$ cat config.mk
export PLATFORM = sky130hd
export DESIGN_NAME = bin10_to_bcd_seq
export DESIGN_NICKNAME = d
export VERILOG_FILES = /design/src/rtl/bcd_pkg.sv /design/src/rtl/bcd_add3.sv /design/src/rtl/bin10_to_bcd_seq.sv
export SDC_FILE = /design/constraint.sdc
export NUM_CORES = 1
export LEC_CHECK = 0
export CORE_MARGIN = 3
export CORE_UTILIZATION = 29
export CTS_CLUSTER_DIAMETER = 150
export DETAILED_ROUTE_END_ITERATION = 8
export GPL_TIMING_DRIVEN = 0
export PLACE_DENSITY = 0.45
export SLEW_MARGIN = 5
export SYNTH_ARGS = -nofsm -noshare
export SYNTH_HDL_FRONTEND = slang
export SYNTH_SLANG_ARGS = --single-unit
$ cat constraint.sdc
create_clock -name clk -period 3.5 [get_ports clk]
set_input_delay 0.35 -clock clk [delete_from_list [all_inputs] [get_ports clk]]
set_output_delay 0.35 -clock clk [all_outputs]
set_load 0.02 [all_outputs]
$ cat src/rtl/bcd_pkg.sv
// Shared types and constants for the sequential binary-to-BCD converter.
// Holds the FSM state type, the BCD digit geometry and a helper that
// sizes the digit count for a given binary width.
package bcd_pkg;

    // Converter FSM states
    typedef enum logic [1:0] {
        IDLE  = 2'd0,
        SHIFT = 2'd1,
        DONE  = 2'd2
    } state_t;

    // Bits per packed BCD digit
    localparam int unsigned BCD_DIGIT_W = 4;

    // Nibbles at or above this value are corrected by +3 before each shift
    localparam int unsigned ADD3_THRESH = 5;

    // Smallest number of decimal digits able to hold 2^width - 1.
    // The loop bound covers any width up to 63 bits.
    function automatic int unsigned min_digits(input int unsigned width);
        longint unsigned maxv;
        int unsigned     d;
        maxv = (width >= 64) ? 64'hFFFF_FFFF_FFFF_FFFF : ((64'd1 << width) - 64'd1);
        d    = 1;
        for (int i = 0; i < 20; i++) begin
            if (maxv >= 64'd10) begin
                maxv = maxv / 64'd10;
                d    = d + 1;
            end
        end
        return d;
    endfunction

endpackage

$ cat src/rtl/bcd_add3.sv
// Double-dabble correction cell: one BCD nibble, "if >= 5 then add 3".
// Purely combinational. The sum is kept to 4 bits on purpose: inputs are
// never above 9 here, so the largest result is 12 and no carry exists.
module bcd_add3
    import bcd_pkg::*;
(
    input  logic [BCD_DIGIT_W-1:0] din,
    output logic [BCD_DIGIT_W-1:0] dout
);

    // Conditional +3 so the following left shift produces a valid decimal carry
    always_comb begin
        if (din >= BCD_DIGIT_W'(ADD3_THRESH)) begin
            dout = din + BCD_DIGIT_W'(3);
        end else begin
            dout = din;
        end
    end

endmodule

$ cat src/rtl/bin10_to_bcd_seq.sv
// Sequential double-dabble binary-to-BCD converter with valid/ready input.
// One value is accepted in IDLE, shifted WIDTH times in SHIFT, and the
// packed BCD result is published in a single step on the SHIFT->DONE edge
// so downstream 7-segment decoders never see a partial conversion.
// Optional feature macro: LEADING_ZERO_BLANK_EN adds a registered
// blank_mask output flagging leading-zero digits (digit 0 never blanked).
module bin10_to_bcd_seq
    import bcd_pkg::*;
#(
    parameter int unsigned WIDTH  = 10,
    parameter int unsigned DIGITS = 4
) (
    input  logic                          clk,
    input  logic                          rst,
    input  logic                          in_valid,
    output logic                          in_ready,
    input  logic [WIDTH-1:0]              in_bin,
    output logic [BCD_DIGIT_W*DIGITS-1:0] bcd_out,
    output logic                          done,
    output logic                          busy
`ifdef LEADING_ZERO_BLANK_EN
    ,
    output logic [DIGITS-1:0]             blank_mask
`endif
);

    localparam int unsigned BCD_W = BCD_DIGIT_W * DIGITS;
    localparam int unsigned CNT_W = (WIDTH > 1) ? $clog2(WIDTH) : 1;

    // Reject digit counts too small to represent the largest input
    if (DIGITS < min_digits(WIDTH)) begin : g_digits_check
        $error("DIGITS too small for WIDTH");
    end

    state_t             state_q, state_d;
    logic [WIDTH-1:0]   bin_q, bin_d;
    logic [BCD_W-1:0]   work_q, work_d;
    logic [CNT_W-1:0]   cnt_q, cnt_d;
    logic [BCD_W-1:0]   bcd_q, bcd_d;

    logic [BCD_W-1:0]   work_adj;
    logic [BCD_W-1:0]   work_shift;
    logic               last_shift;
    // The top bit of the corrected work register is shifted out; it is
    // always zero when DIGITS is large enough.
    logic               unused_work_msb;

`ifdef LEADING_ZERO_BLANK_EN
    logic [DIGITS-1:0]  mask_q, mask_d;
    logic [DIGITS-1:0]  mask_new;
`endif

    // Per-digit +3 correction applied to the whole work register in parallel
    for (genvar g = 0; g < DIGITS; g++) begin : g_add3
        bcd_add3 u_add3 (
            .din  (work_q[g*BCD_DIGIT_W +: BCD_DIGIT_W]),
            .dout (work_adj[g*BCD_DIGIT_W +: BCD_DIGIT_W])
        );
    end

    // Corrected work register shifted left, taking in the next binary MSB
    always_comb begin
        work_shift = {work_adj[BCD_W-2:0], bin_q[WIDTH-1]};
        last_shift = (cnt_q == CNT_W'(WIDTH - 1));
    end

    assign unused_work_msb = work_adj[BCD_W-1];

`ifdef LEADING_ZERO_BLANK_EN
    // Blank digit i when it and every higher digit of the new result is zero
    always_comb begin
        logic zero_run;
        mask_new = '0;
        zero_run = 1'b1;
        for (int i = int'(DIGITS) - 1; i >= 1; i--) begin
            zero_run    = zero_run && (work_shift[i*BCD_DIGIT_W +: BCD_DIGIT_W] == '0);
            mask_new[i] = zero_run;
        end
    end
`endif

    // Next-state logic: accept in IDLE, one correct-and-shift per SHIFT cycle
    always_comb begin
        state_d = state_q;
        bin_d   = bin_q;
        work_d  = work_q;
        cnt_d   = cnt_q;
        bcd_d   = bcd_q;
`ifdef LEADING_ZERO_BLANK_EN
        mask_d  = mask_q;
`endif
        unique case (state_q)
            IDLE: begin
                if (in_valid) begin
                    bin_d   = in_bin;
                    work_d  = '0;
                    cnt_d   = '0;
                    state_d = SHIFT;
                end
            end
            SHIFT: begin
                bin_d  = bin_q << 1;
                work_d = work_shift;
                cnt_d  = cnt_q + CNT_W'(1);
                if (last_shift) begin
                    // Publish the fully shifted value, not the pre-shift work register
                    bcd_d   = work_shift;
`ifdef LEADING_ZERO_BLANK_EN
                    mask_d  = mask_new;
`endif
                    state_d = DONE;
                end
            end
            DONE: begin
                state_d = IDLE;
            end
            default: begin
                state_d = IDLE;
            end
        endcase
    end

    // State and datapath registers; reset aborts any conversion in flight
    always_ff @(posedge clk or posedge rst) begin
        if (rst) begin
            state_q <= IDLE;
            bin_q   <= '0;
            work_q  <= '0;
            cnt_q   <= '0;
            bcd_q   <= '0;
`ifdef LEADING_ZERO_BLANK_EN
            mask_q  <= '0;
`endif
        end else begin
            state_q <= state_d;
            bin_q   <= bin_d;
            work_q  <= work_d;
            cnt_q   <= cnt_d;
            bcd_q   <= bcd_d;
`ifdef LEADING_ZERO_BLANK_EN
            mask_q  <= mask_d;
`endif
        end
    end

    // Status outputs are plain decodes of the state register
    always_comb begin
        in_ready = (state_q == IDLE);
        busy     = (state_q == SHIFT);
        done     = (state_q == DONE);
        bcd_out  = bcd_q;
`ifdef LEADING_ZERO_BLANK_EN
        blank_mask = mask_q;
`endif
    end

endmodule

# After elaboration in Yosys (flattened, before gate mapping)
# Cells that the tools add are included.
dict set report classes {
  order_cmp 4
  reduce_logical 5
  muxes 13
  eq_ne 5
  add_sub_neg 5
}
# operator n
set op_table {}
lappend op_table {{16-bit case mux with 2 select lines} 1}
lappend op_table {{10-bit case mux with 2 select lines} 1}
lappend op_table {{4-bit by 3-bit >= comparator with 1-bit output (second input constant)} 4}
lappend op_table {{16-bit 2-to-1 mux} 1}
lappend op_table {{4-bit 2-to-1 mux} 4}
lappend op_table {{4-bit by 2-bit adder with 4-bit output (second input constant)} 3}
lappend op_table {{10-bit 2-to-1 mux} 1}
lappend op_table {{4-bit case mux with 2 select lines} 1}
lappend op_table {{2-bit AND reduction} 3}
lappend op_table {{4-bit by 1-bit adder with 4-bit output (second input constant)} 1}
lappend op_table {{4-bit == test (second input constant)} 1}
lappend op_table {{2-bit 2-to-1 mux} 2}
lappend op_table {{2-bit case mux with 2 select lines} 1}
lappend op_table {{3-bit by 2-bit adder with 3-bit output (second input constant)} 1}
lappend op_table {{3-bit 2-to-1 mux} 1}
lappend op_table {{2-bit by 1-bit == test with 1-bit output (second input constant)} 1}
lappend op_table {{2-bit == test (second input constant)} 1}
lappend op_table {{2-bit zero test} 1}
lappend op_table {{2-bit by 1-bit != test with 1-bit output (second input constant)} 1}
lappend op_table {{2-bit != test (second input constant)} 1}
lappend op_table {{2-bit nonzero test} 1}
dict set report word_totals {
  wordCells 37
  output_inout_bits 19
  in_bits 13
  register_bits 48
}

# Logic depth before layout (Yosys ltp)
# Gate-level depths: netlist (run 1).
dict set report logic_depth {
  depth_word 3
  ltp_mapped 7
  depth_no_buf 6
}

# Modules after synthesis
# From an unflattened synthesis (run 1), not the netlist that was laid out.
dict set report unflattened {
  cells_unflattened 219
  hier_area_um2 2414.8
}
# module cells_each area_per_inst_um2 seq_area_each_um2 instances
set modules_own_cells {}
lappend modules_own_cells {bin10_to_bcd_seq 155 2009.4 1201.2 1}
lappend modules_own_cells {bcd_add3 16 101.3 0.0 4}

# Worst setup path before layout (run 1)
# No wires, ideal clock.
dict set report synth_path {
  kind {register to register}
  from {reg state_q[1]}
  to {reg bcd_q[0], in the netlist bcd_out[0]}
  path_slack_ns 1.901
  t_arrival_ns 1.474
  synth_period_minus_slack_ns 1.599
  stages_incl_launch_ff 6
  path_cell_list {dfrtp_1 > nand2b_1 > buf_6 > nor3_4 > buf_6 > mux2_4}
}
dict set report synth_between {
  elab_chain_cells 2
}
# element line_no
set synth_rtl {}
lappend synth_rtl {{start: declaration} bin10_to_bcd_seq.sv:35} ;# state_t state_q, state_d;
lappend synth_rtl {{start signal: assignment} bin10_to_bcd_seq.sv:135} ;# state_q <= state_d;
lappend synth_rtl {{2-bit by 1-bit == test with 1-bit output} bin10_to_bcd_seq.sv:92} ;# unique case (state_q)
lappend synth_rtl {{2-bit AND reduction (no line)} --}
lappend synth_rtl {{end signal: assignment} bin10_to_bcd_seq.sv:130} ;# bcd_q <= '0;
lappend synth_rtl {{end signal: assignment} bin10_to_bcd_seq.sv:139} ;# bcd_q <= bcd_d;
lappend synth_rtl {{end: declaration} bin10_to_bcd_seq.sv:39} ;# logic [BCD_W-1:0] bcd_q, bcd_d;
# Every way passes these cells.
# A chain may end at the register's enable or synchronous reset.

# Worst setup path in the final report (run 1)
dict set report layout_path {
  from {reg state_q[1]}
  to {out busy}
}
dict set report layout_between {
  elab_chain_cells 1
}
# element line_no
set layout_rtl {}
lappend layout_rtl {{2-bit by 1-bit == test with 1-bit output} bin10_to_bcd_seq.sv:149} ;# busy = (state_q == SHIFT);
lappend layout_rtl {{end: declaration} bin10_to_bcd_seq.sv:20} ;# output logic busy
# Every way passes these cells.

==> results.yml, run 1 <==
placement:
  place_congestion: 0.739
  dpl.cell_count: 362
  io_buffers: 31
  preCtsSetupSlack_ps: 1420
  hpwl_mm: 3.68
  placed_cell_area_sq_um: 2820
sta:
  worstMarginPinSlew_ps: 634
  setup_tns_ps: 0
  finalCritPeriodShare: 0.676
  clock.fmax_mhz: 423
  fin_skew_ps: 10.7
  hold_slack_ps: 412
  hold_viol: 0
  worst_slack_ps: 1130
  grt_setup_unrepaired: "no"
  setup_viol: 0
  finalMaxSlewViolations: 0
  fin_crit_ps: 2370
  slew_headroom: 0.578
grt:
  grt_max_degree: 26
  grt_pass1_vias: 1743
  antenna_found_initial: 0
  grt_usage: 0.128
  overflow: 0
  grt_pass1_wl_mm: 8.94
hold_path:
  hp-class: "input pin to asynchronous set/reset pin"
run_status:
  status: "completed"
detailed_routing:
  totalWireLength_mm: 5.19
  drtPass1Iterations: 4
  wire_per_inst_um: 14.0
  num_vias: 1745
  drcViolationCount: 0
  drtIter0Drc: 67
  via_per_inst: 4.72
  ant_nets: 0
cells_and_area:
  diodes: 0
  register_area_sq_um: 1200
  mostFrequentLayoutCells: "dfrtp_1 (48), clkdlybuf4s50_1 (31), o21ai_0 (27), nand2_1 (24), a21oi_1 (22)"
  final_cell_area_sq_um: 2910
  final_util: 0.372
  nNetsFinal: 290
  final_common_cell: "dfrtp_1"
  drive_gt1_frac: 0.116
  instances_no_fill: 370
  multi_input_area_sq_um: 1050
  area_delta_synth_final_pct: 23.4
  n_fill_cell: 821
clock_tree:
  clk_pin_slew_worst_paths_ps: 100
  clk_latency_ps: 310
  postCtsResizedCells: 0
  clock-sinks: 48
  cts-root-buf: "clkbuf_8"
  h-tree-depth: 2
  holdBufCountCts: 0
  clockBufferDepth: 2
  cts_tree: "built"
  cts-buffers-inserted: 5
  post_cts_buffers: 0
setup_path:
  required_ps: 3150
  start_kind: "flop"
  cp_max_fo: 9
  worst_setup_path_end_kind: "output pin"
  startpoint: "state_q[1]"
  rr_worst_depth: 5
  r2r_start: "state_q[1]"
  crit_type: "flop to output pin"
  cp.arrival_ps: 2020
synth:
  syn-num-nets: 251
  synthCells: 228
  synth_seq_cells: 48
  synthMuxAreaShare: 0.0653
  yosysWarningCount: 0
  ys_types: 26
  synth_xor_area_frac: 0.0149
  syn_avg_cell_area_sq_um: 10.3
  ys_seq_area_frac: 0.510
  syn_area_sq_um: 2360
  synth-simple-area-share: 0.142
  synthAdderAreaFrac: 0.0531
  synth_top_family_by_area: "compound AO/OA/AOI/OAI gates"
  synth-compound-area-share: 0.169
pwr:
  power.density_nw_per_um2: 945
  seqPwrFrac: 0.371
  p_int_mw: 1.62
  combinationalPowerShare: 0.505
  swShare: 0.411
  p_leak_nw: 1.21
  ir_drop_mv: 0.297
  power_switching_mw: 1.13
  power_mw: 2.75
  clkPwrFrac: 0.124
floorplan:
  dieWidth_um: 96.2
  pin_count: 32
  start_util: 0.302
  rows: 32
  die_h_um: 96.2
  die_area_sq_um: 9250
  core_sq_um: 7810
run:
  maxCapViolations: 0
[final cells by class]
| type | instances | share of cell area |
|---|---|---|
| clock buffers | 5 | 0.0237 |
| clock inverters | 3 | 0.00818 |
| flip-flops and latches | 48 | 0.413 |
| repair buffers | 32 | 0.114 |
| well taps | 102 | 0.0439 |
| plain buffers | 11 | 0.0224 |
| multi-input cells | 157 | 0.360 |
| inverters | 12 | 0.0155 |
[layer usage]
metal | wire length (um) | track usage | part of all wire | up-vias
met2 | 2440 | 0.197 | 0.47 | 21
met3 | 147 | 0.0274 | 0.028 | 5
met1 | 2560 | 0.179 | 0.49 | 856
met4 | 51 | 0.0391 | 0.0098 | 0
met5 | 0 | 0 | 0 | -
li1 | - | - | - | 863
[cells by family (layout without fill, tap and decap cells)]
kind of cell	count (synthesis)	count (layout)
compound gates	65	65
simple gates	65	65
flops	48	48
buf+inv	23	63
mux	13	13
fa+ha+maj	10	10
xor+xnor	4	4
[flip-flops by register name (all words and copies together) (netlist names)]
signal   cells
state_q      2
work_q      16
bin_q       10
bcd_out     16
cnt_q        4
[final timing paths]
kind / to / slack [ps]
worst max-delay path: busy / 1130
worst min-delay path: bcd_out[14] / 410
worst max register to register: bcd_out[2] / 1640
worst min register to register: bin_q[5] / 490
max in group asynchronous: work_q[8] / 2560
min in group clk: bin_q[5] / 490
[synthesized netlist by cell type]
library cell	n	area, sq um
a31oi_2	4	50.1
a21o_1	1	7.51
nor3_4	1	16.3
nand2_1	24	90.1
nand2b_1	5	31.3
nor3b_1	12	90.1
nand3_1	1	5.00
a22o_1	10	87.6
o21ai_0	27	135
nor2_1	14	52.6
buf_6	3	33.8
ha_1	10	125
o21bai_1	1	7.51
inv_1	10	37.5
clkinv_1	2	7.51
or3b_2	2	17.5
nor2b_1	1	6.26
nor3_1	5	25.0
dfrtp_1	48	1200
buf_2	1	5.00
xnor2_1	4	35.0
a21oi_1	22	110
mux2_2	7	78.8
mux2_4	3	45.0
mux2i_1	3	30.0
clkbuf_1	7	26.3
[critical path, cell delays in order (launching register included)]
cell and delay (ps):
dfrtp_1 480, nand2b_1 160, buf_6 140, clkinv_1 290, clkdlybuf4s50_1 640
[power by group through the flow]
stage	Clock [mW]	Sequential (mW)	Combinational, mW
floorplan	0	1.10	0.873
global placement	0	1.03	1.40
detailed placement	0	1.03	1.41
CTS	0.359	1.02	1.42
global route	0.392	1.07	1.58
finish	0.341	1.02	1.39
Note: power is estimated with default switching activity, not from simulation.
==> run 2: changes to the inputs <==
- clock period: 3.5 -> 2.3 ns (I/O delays scaled with it)
==> run 2 against run 1 <==
Cell area about the same. Largest power group unchanged. Clock skew about the same. Sequential share of layout area about the same. Worst setup slack got worse by 940 ps. Non-clock buffer count unchanged. Sequential cell count unchanged. Clock power increased by 52%. First-iteration DRC count unchanged. Worst hold slack got worse by 120 ps. Sequential power increased by 52%. Combinational power increased by 53%.
==> results.yml, run 2 (same netlist as run 1, synthesis figures left out) <==
run_status:
  status: "completed"
floorplan:
  rows: 32
  die_area_sq_um: 9250
  start_util: 0.302
  core_sq_um: 7810
  pin_count: 32
  dieWidth_um: 96.2
  die_h_um: 96.2
cells_and_area:
  drive_gt1_frac: 0.119
  final_common_cell: "dfrtp_1"
  mostFrequentLayoutCells: "dfrtp_1 (48), clkdlybuf4s50_1 (31), o21ai_0 (27), nand2_1 (24), a21oi_1 (22)"
  area_delta_synth_final_pct: 23.4
  nNetsFinal: 290
  final_cell_area_sq_um: 2910
  diodes: 0
grt:
  grt_max_degree: 26
  grt_usage: 0.128
  grt_pass1_vias: 1743
  grt_pass1_wl_mm: 8.94
  overflow: 0
  antenna_found_initial: 0
clock_tree:
  h-tree-depth: 2
  clock-sinks: 48
  clk_pin_slew_worst_paths_ps: 100
  post_cts_buffers: 0
  cts_tree: "built"
  clockBufferDepth: 2
  holdBufCountCts: 0
  clk_latency_ps: 310
  cts-root-buf: "clkbuf_8"
  postCtsResizedCells: 1
  cts-buffers-inserted: 5
detailed_routing:
  wire_per_inst_um: 14.0
  drtIter0Drc: 67
  ant_nets: 0
  via_per_inst: 4.71
  drtPass1Iterations: 4
  drcViolationCount: 0
  totalWireLength_mm: 5.19
  num_vias: 1742
placement:
  placed_cell_area_sq_um: 2820
  io_buffers: 31
  place_congestion: 0.739
  hpwl_mm: 3.68
sta:
  finalMaxSlewViolations: 0
  slew_headroom: 0.578
  setup_viol: 0
  grt_setup_unrepaired: "no"
  finalCritPeriodShare: 0.915
  clock.fmax_mhz: 475
  hold_viol: 0
  worstMarginPinSlew_ps: 634
  hold_slack_ps: 292
  fin_crit_ps: 2100
  fin_skew_ps: 10.6
hold_path:
  hp-class: "input pin to asynchronous set/reset pin"
setup_path:
  cp_slowest_cell: "clkdlybuf4s50_1"
  crit_chain: "nand2b_1 > buf_6 > clkinv_2 > clkdlybuf4s50_1"
  required_ps: 2070
  slowest_delay_ps: 630
  startpoint: "state_q[1]"
  worst_setup_path_end_kind: "output pin"
  cp.arrival_ps: 1870
  cp_max_fo: 9
  start_kind: "flop"
  crit_type: "flop to output pin"
  r2r_start: "state_q[1]"
run:
  maxCapViolations: 0
pwr:
  p_leak_nw: 1.21
  power.density_nw_per_um2: 1440
  ir_drop_mv: 0.452
run 2: final timing paths:
check | slack [ps] | cells past startpoint | end
setup / recovery | 200 | 4 | busy
hold / removal | 290 | 2 | bcd_out[14]
setup reg to reg | 440 | 5 | bcd_out[2]
hold reg to reg | 490 | 2 | bin_q[5]
max in group asynchronous | 1480 | 3 | work_q[8]
min in group clk | 490 | 2 | bin_q[5]
run 2: stage by stage:
step / setup TNS (ps) / util / setup WS (ps) / cells / total power, mW
floorplan: 0 / - / 701 / 228 / 2.99
global placement: -7310 / 0.358 / -155 / 361 / 3.69
detailed placement: 0 / 0.361 / 335 / 362 / 3.72
CTS: 0 / 0.373 / 159 / 370 / 4.26
global route: 0 / 0.373 / 67.3 / 370 / 4.64
finish: 0 / 0.373 / 196 / 370 / 4.19
run 2: final cells by class:
type	count	area, sq um
Buffer	11	65.1
Clock buffer	5	68.8
Clock inverter	3	23.8
Fill cell	822	4900
Inverter	12	46.3
Multi-Input combinational cell	157	1050
Sequential cell	48	1200
Tap cell	102	128
Timing Repair Buffer	32	330
run 2: where the power goes:
part	internal (mW)	leakage (nW)	total, mW	switching [mW]
sequential	1.24	0.599	1.55	0.311
combinational	1.01	0.575	2.12	1.11
clock	0.216	0.0404	0.518	0.302
total	2.46	1.21	4.19	1.72
run 2: metal layers:
metal	GRT usage	routed length, um	up-vias	part of all wire
met2	0.197	2430	21	0.47
met3	0.0274	144	5	0.028
met5	0	0	-	0
met1	0.179	2560	853	0.49
met4	0.0391	51	0	0.0098
li1	-	-	863	-
run 2: critical path: cells and delay by family (launching register included):
kind / cells / cell delay [ps]
flops: 1 / 470
buf+inv: 3 / 910
simple gates: 1 / 190
